[src/rtl/l2_arbiter.sv]
// l2_arbiter: shares the single L2 port between the L1 I-cache and D-cache.
// Define L2_ARB_RR_EN for round-robin on contention; otherwise the D-side has fixed priority.
module l2_arbiter #(
    parameter int ADDR_W = 32,
    parameter int LINE_W = 256
) (
    input  logic              clk,
    input  logic              rst,
    input  logic              icache_read,
    input  logic [ADDR_W-1:0] icache_address,
    output logic              icache_resp,
    output logic [LINE_W-1:0] icache_rdata,
    input  logic              dcache_read,
    input  logic              dcache_write,
    input  logic [ADDR_W-1:0] dcache_address,
    input  logic [LINE_W-1:0] dcache_wdata,
    output logic              dcache_resp,
    output logic [LINE_W-1:0] dcache_rdata,
    output logic              l2cmem_read,
    output logic              l2cmem_write,
    output logic [ADDR_W-1:0] l2cmem_address,
    output logic [LINE_W-1:0] l2cmem_wdata,
    input  logic              l2cmem_resp,
    input  logic [LINE_W-1:0] l2cmem_rdata
);
    typedef enum logic [1:0] {IDLE, SERVE, RESPOND} state_t;
    state_t state, state_n;
    logic owner_d, op_wr, i_req, d_req, grant_d, take;
    logic [ADDR_W-1:0] addr_q;
    logic [LINE_W-1:0] wdata_q, line_q;
    assign i_req = icache_read;
    assign d_req = dcache_read | dcache_write;
    assign take  = (state == IDLE) && (i_req || d_req);
`ifdef L2_ARB_RR_EN
    // last_d remembers whether the D-side won the previous grant
    logic last_d;
    always_ff @(posedge clk or posedge rst)
        if (rst) last_d <= 1'b0;
        else if (take) last_d <= grant_d;
    assign grant_d = d_req && (!i_req || !last_d);
`else
    assign grant_d = d_req;
`endif
    always_ff @(posedge clk or posedge rst)
        if (rst) state <= IDLE;
        else state <= state_n;
    always_comb begin
        state_n = IDLE;
        state_n = state == IDLE  ? ((i_req || d_req) ? SERVE : IDLE) :
                  state == SERVE ? (l2cmem_resp ? RESPOND : SERVE) : IDLE;
    end
    always_ff @(posedge clk or posedge rst)
        if (rst) begin
            owner_d <= 1'b0;
            op_wr   <= 1'b0;
            addr_q  <= '0;
            wdata_q <= '0;
            line_q  <= '0;
        end else begin
            if (take) begin
                owner_d <= grant_d;
                op_wr   <= grant_d && dcache_write;
                addr_q  <= grant_d ? dcache_address : icache_address;
                wdata_q <= grant_d ? dcache_wdata : '0;
            end
            if (state == SERVE && l2cmem_resp) line_q <= op_wr ? '0 : l2cmem_rdata;
        end
    assign l2cmem_read    = (state == SERVE) && !op_wr;
    assign l2cmem_write   = (state == SERVE) && op_wr;
    assign l2cmem_address = addr_q;
    assign l2cmem_wdata   = wdata_q;
    assign icache_resp    = (state == RESPOND) && !owner_d;
    assign dcache_resp    = (state == RESPOND) && owner_d;
    assign icache_rdata   = line_q;
    assign dcache_rdata   = line_q;
endmodule

[config.mk]
export PLATFORM = sky130hd
export DESIGN_NAME = l2_arbiter
export DESIGN_NICKNAME = d
export VERILOG_FILES = /design/src/rtl/l2_arbiter.sv
export SDC_FILE = /design/constraint.sdc
export NUM_CORES = 1
export LEC_CHECK = 0
export ABC_AREA = 1
export BUFFER_PORTS_ARGS = -buffer_cell sky130_fd_sc_hd__clkbuf_2
export CAP_MARGIN = 20
export CORE_AREA = 3 3 541 543
export CTS_CLUSTER_SIZE = 14
export DETAILED_ROUTE_END_ITERATION = 6
export DIE_AREA = 0 0 544 546
export HOLD_SLACK_MARGIN = 0.05
export PLACE_DENSITY = 0.3
export SYNTH_ARGS = -nofsm -noshare
export SYNTH_HDL_FRONTEND = slang
export SYNTH_SLANG_ARGS = --single-unit
export TNS_END_PERCENT = 30
[constraint.sdc]
create_clock -name clk -period 38.3 [get_ports clk]
set_input_delay 1.915 -clock clk [delete_from_list [all_inputs] [get_ports clk]]
set_output_delay 1.915 -clock clk [all_outputs]
set_load 0.05 [all_outputs]
==> summary.md <==
| Metric | Value |
|---|---|
| Outcome | finished, final reports clean |
| Power per cell area | about 120 mW/mm² |
| Placed Instances | 7495 |
| Share of cells above drive strength 1 | 39.8% |
| Ports | between 1000 and 1500 |
| Setup TNS Final | 0 ns |
| Count leader, synth | nand2_1 |
| PostCTS Resize Cnt | 0 |
| GRT Overall Usage | 9.92% |
| Net Count, Synth | between 3000 and 4000 |
| Final antenna-violating net count | 0 |
| Initial core utilization | 8.10% |
| Critical path class | input port to register |
| Final wirelength | 153 mm |
| CP Max Fanout | 69 |
| Total power | 4.15 mW |
| Post-synth cell types | 16 |
| Dpl cell area | about 0.033 mm² |
| Combinational family with the most area after synthesis | simple AND/OR/NAND/NOR gates |
| Synth Cell Area | 0.0233 mm² |
| Largest net degree at the start of global routing | 135 |
| Top post-synthesis cells by count | nand2_1 (1451), dfrtp_1 (548), o21ai_0 (289) |
| Area share of the largest cell type after synthesis | around three fifths |
| Slew @ Worst Pin | 1.03 ns |
| Final Util | 12.2% |
| Final non-filler cell total | 7642 |
| Area grow syn2layout | 50.5% |
| CTS root buffer | clkbuf_16 |
| Synth Warn # | 0 |
| Final hold slack | 0.467 ns |
| WP buf/inv | 6 |
| Setup WS pre-CTS | 31.33 ns |
| 1st-pass router iterations | 5 |
| Vias | 22414 |
| Req. time, crit path | 38.99 ns |
| Area leader, netlist | dfrtp_1 |
| Skew final | 0.0415 ns |
| H-tree lvl count | 3 |
| Post-synthesis simple-gate area fraction | 23.5% |
| Final min period | 6.10 ns |
| Hold crit path type | register to register |
| First-pass GRT wire length | 206 mm |
| Final instance area | approximately 0.035 mm² |
| Critical path capture point type | register |
| Drt via density | 2.93 |
| Inserted Clock Buffers | 80 |
| TritonCTS clock tree | yes |
| Compound-gate portion of the synthesized area | under 10% |
| Die W | around 540 µm |
| Fmax | 164 MHz |
| Max-cap viol count | 0 |
| Slew HR | 31.5% |
| Core region area | about 0.29 mm² |
| Die Ht | 546 µm |
| Total global routing overflow | 0 |
| CTS sink count | 548 |
| Post-CTS setup buffers | 0 |
| CP most frequent cell | buf_4 |
| Adder-Cell Fraction of Synth Area | 0% |
| Mux cell area share after synthesis | 0% |
| Max rail drop VDD | 0.0654 mV |
| Async S/R FF share, synth | 100% |
| Fillers | around 34000 |
| Number of synthesized flops with an enable pin | 0 |
| XOR/XNOR Fraction of Synth Area | 0% |
| #FFs+latches synth | 548 |
| CP startpoint kind | input port |
| Setup WS post-layout | 32.20 ns |
| Crit path max-delay family | buffers and inverters |
| Initial antenna violation count | 46 |
| Slowest stage delay, CP | 0.72 ns |
| Max-slew violations | 0 |
| Final number of setup-violating endpoints | 0 |
| Vias in the first global route | 23048 |
| Wire per inst | between 20 and 25 µm |
| Mapped Avg Cell Area | roughly 8.6 µm² |
| GP Congestion | 0.834 |
| Slowest cell on crit path | buf_4 |
| Cells after Synth | approximately 2700 |
| Initial DRC Count | 1389 |
| CTS clk-pin slew, worst paths | 0.05 ns |
| Input/output buffers | 1385 |
| Ys flop type | dfrtp_1 |
| Final nets | 4379 |
| # hold bufs at CTS | 0 |
| DRC Markers | 0 |
| Detailed Place HPWL | 125 mm |
| Worst-skew pair later-pin latency | around 0.74 ns |
| Sequential fraction of the synthesis area | 58.8% |
| Final Hold Fails | 0 |
| Leakage power | approximately 19 nW |
| Worst Path Arrival | 6.79 ns |
| Area contributors post-synth | dfrtp_1 (59%), nand2_1 (23%), buf_4 (8.6%) |
| RSZ-0062 raised after global routing | no |
| Worst-case clock buffer depth | 4 |
| FP Rows | between 150 and 200 |
| Crit-path cells | clkbuf_2, nor2_4, buf_4, nand2_1, nand2_4, buf_4, buf_4, buf_4, buf_4, nand2_1, nand2_1 |
| Share of the clock period used by the worst path | 15.9% |
| DIE AREA | 0.297 mm² |
## sequential cells by signal, summed over array words and instances (netlist names)
signal          count
l2cmem_address     32
dcache_rdata      256
state               2
l2cmem_wdata      256
op_wr               1
owner_d             1
## kinds of logic (layout without fill, tap and decap cells)
family | count (synthesis) | in the layout
AO/OA/AOI/OAI | 289 | 289
buffers and inverters | 420 | 1556
flip-flops | 548 | 548
other | 0 | 9
AND/OR/NAND/NOR | 1459 | 1459
## worst min-delay path, cell delays in order (launching register included)
cell     delay, ns
dfrtp_1       0.34
nand2_1       0.05
nand2_1       0.04
## placed cells by master (no fill, tap or decap), drive strengths merged
master / n
nor3: 1
clkinv: 14
bufinv: 2
o21ai: 289
dfrtp: 548
nor3b: 1
nand2: 1451
nor2: 4
buf: 26
inv: 12
nand3: 2
clkbuf: 1502
diode: 9
## layer usage
layer,vias up,share of wire [%],track usage (%)
met1,10742,40,11.6
met4,18,3.3,3.31
met5,-,0.074,0
met2,1123,48,16.8
met3,186,8.9,3.49
li1,10345,-,-
## report_power, final
group / internal, mW / switching [mW] / total, mW
clock network: 0.432 / 0.296 / 0.728
registers: 0.833 / 0.254 / 1.09
logic: 0.392 / 1.94 / 2.34
total: 1.66 / 2.49 / 4.15
## final cells by class
cell class              instances  area (µm²)  area share [%]
diodes                          9        22.5          0.0641
clock buffers                 117        2320            6.61
clock inverters                20         176           0.502
inverters                       8        52.6           0.150
multi-input cells            1748        6960            19.8
flip-flops and latches        548       13700            39.0
well taps                    3781        4730            13.5
repair buffers               1411        7160            20.4
## path summary, 6_finish.rpt
kind / startpoint / endpoint / slack, ns / depth (start not counted)
min in group asynchronous: rst / l2cmem_wdata[139] / 1.27 / 2
max in group asynchronous: rst / dcache_rdata[10] / 33.87 / 5
max: dcache_write / l2cmem_wdata[77] / 32.20 / 11
max reg2reg: state[0] / dcache_rdata[187] / 33.73 / 7
min reg2reg: l2cmem_wdata[85] / l2cmem_wdata[85] / 0.47 / 2
min: l2cmem_wdata[85] / l2cmem_wdata[85] / 0.47 / 2
Note: power is estimated with default switching activity, not from simulation.
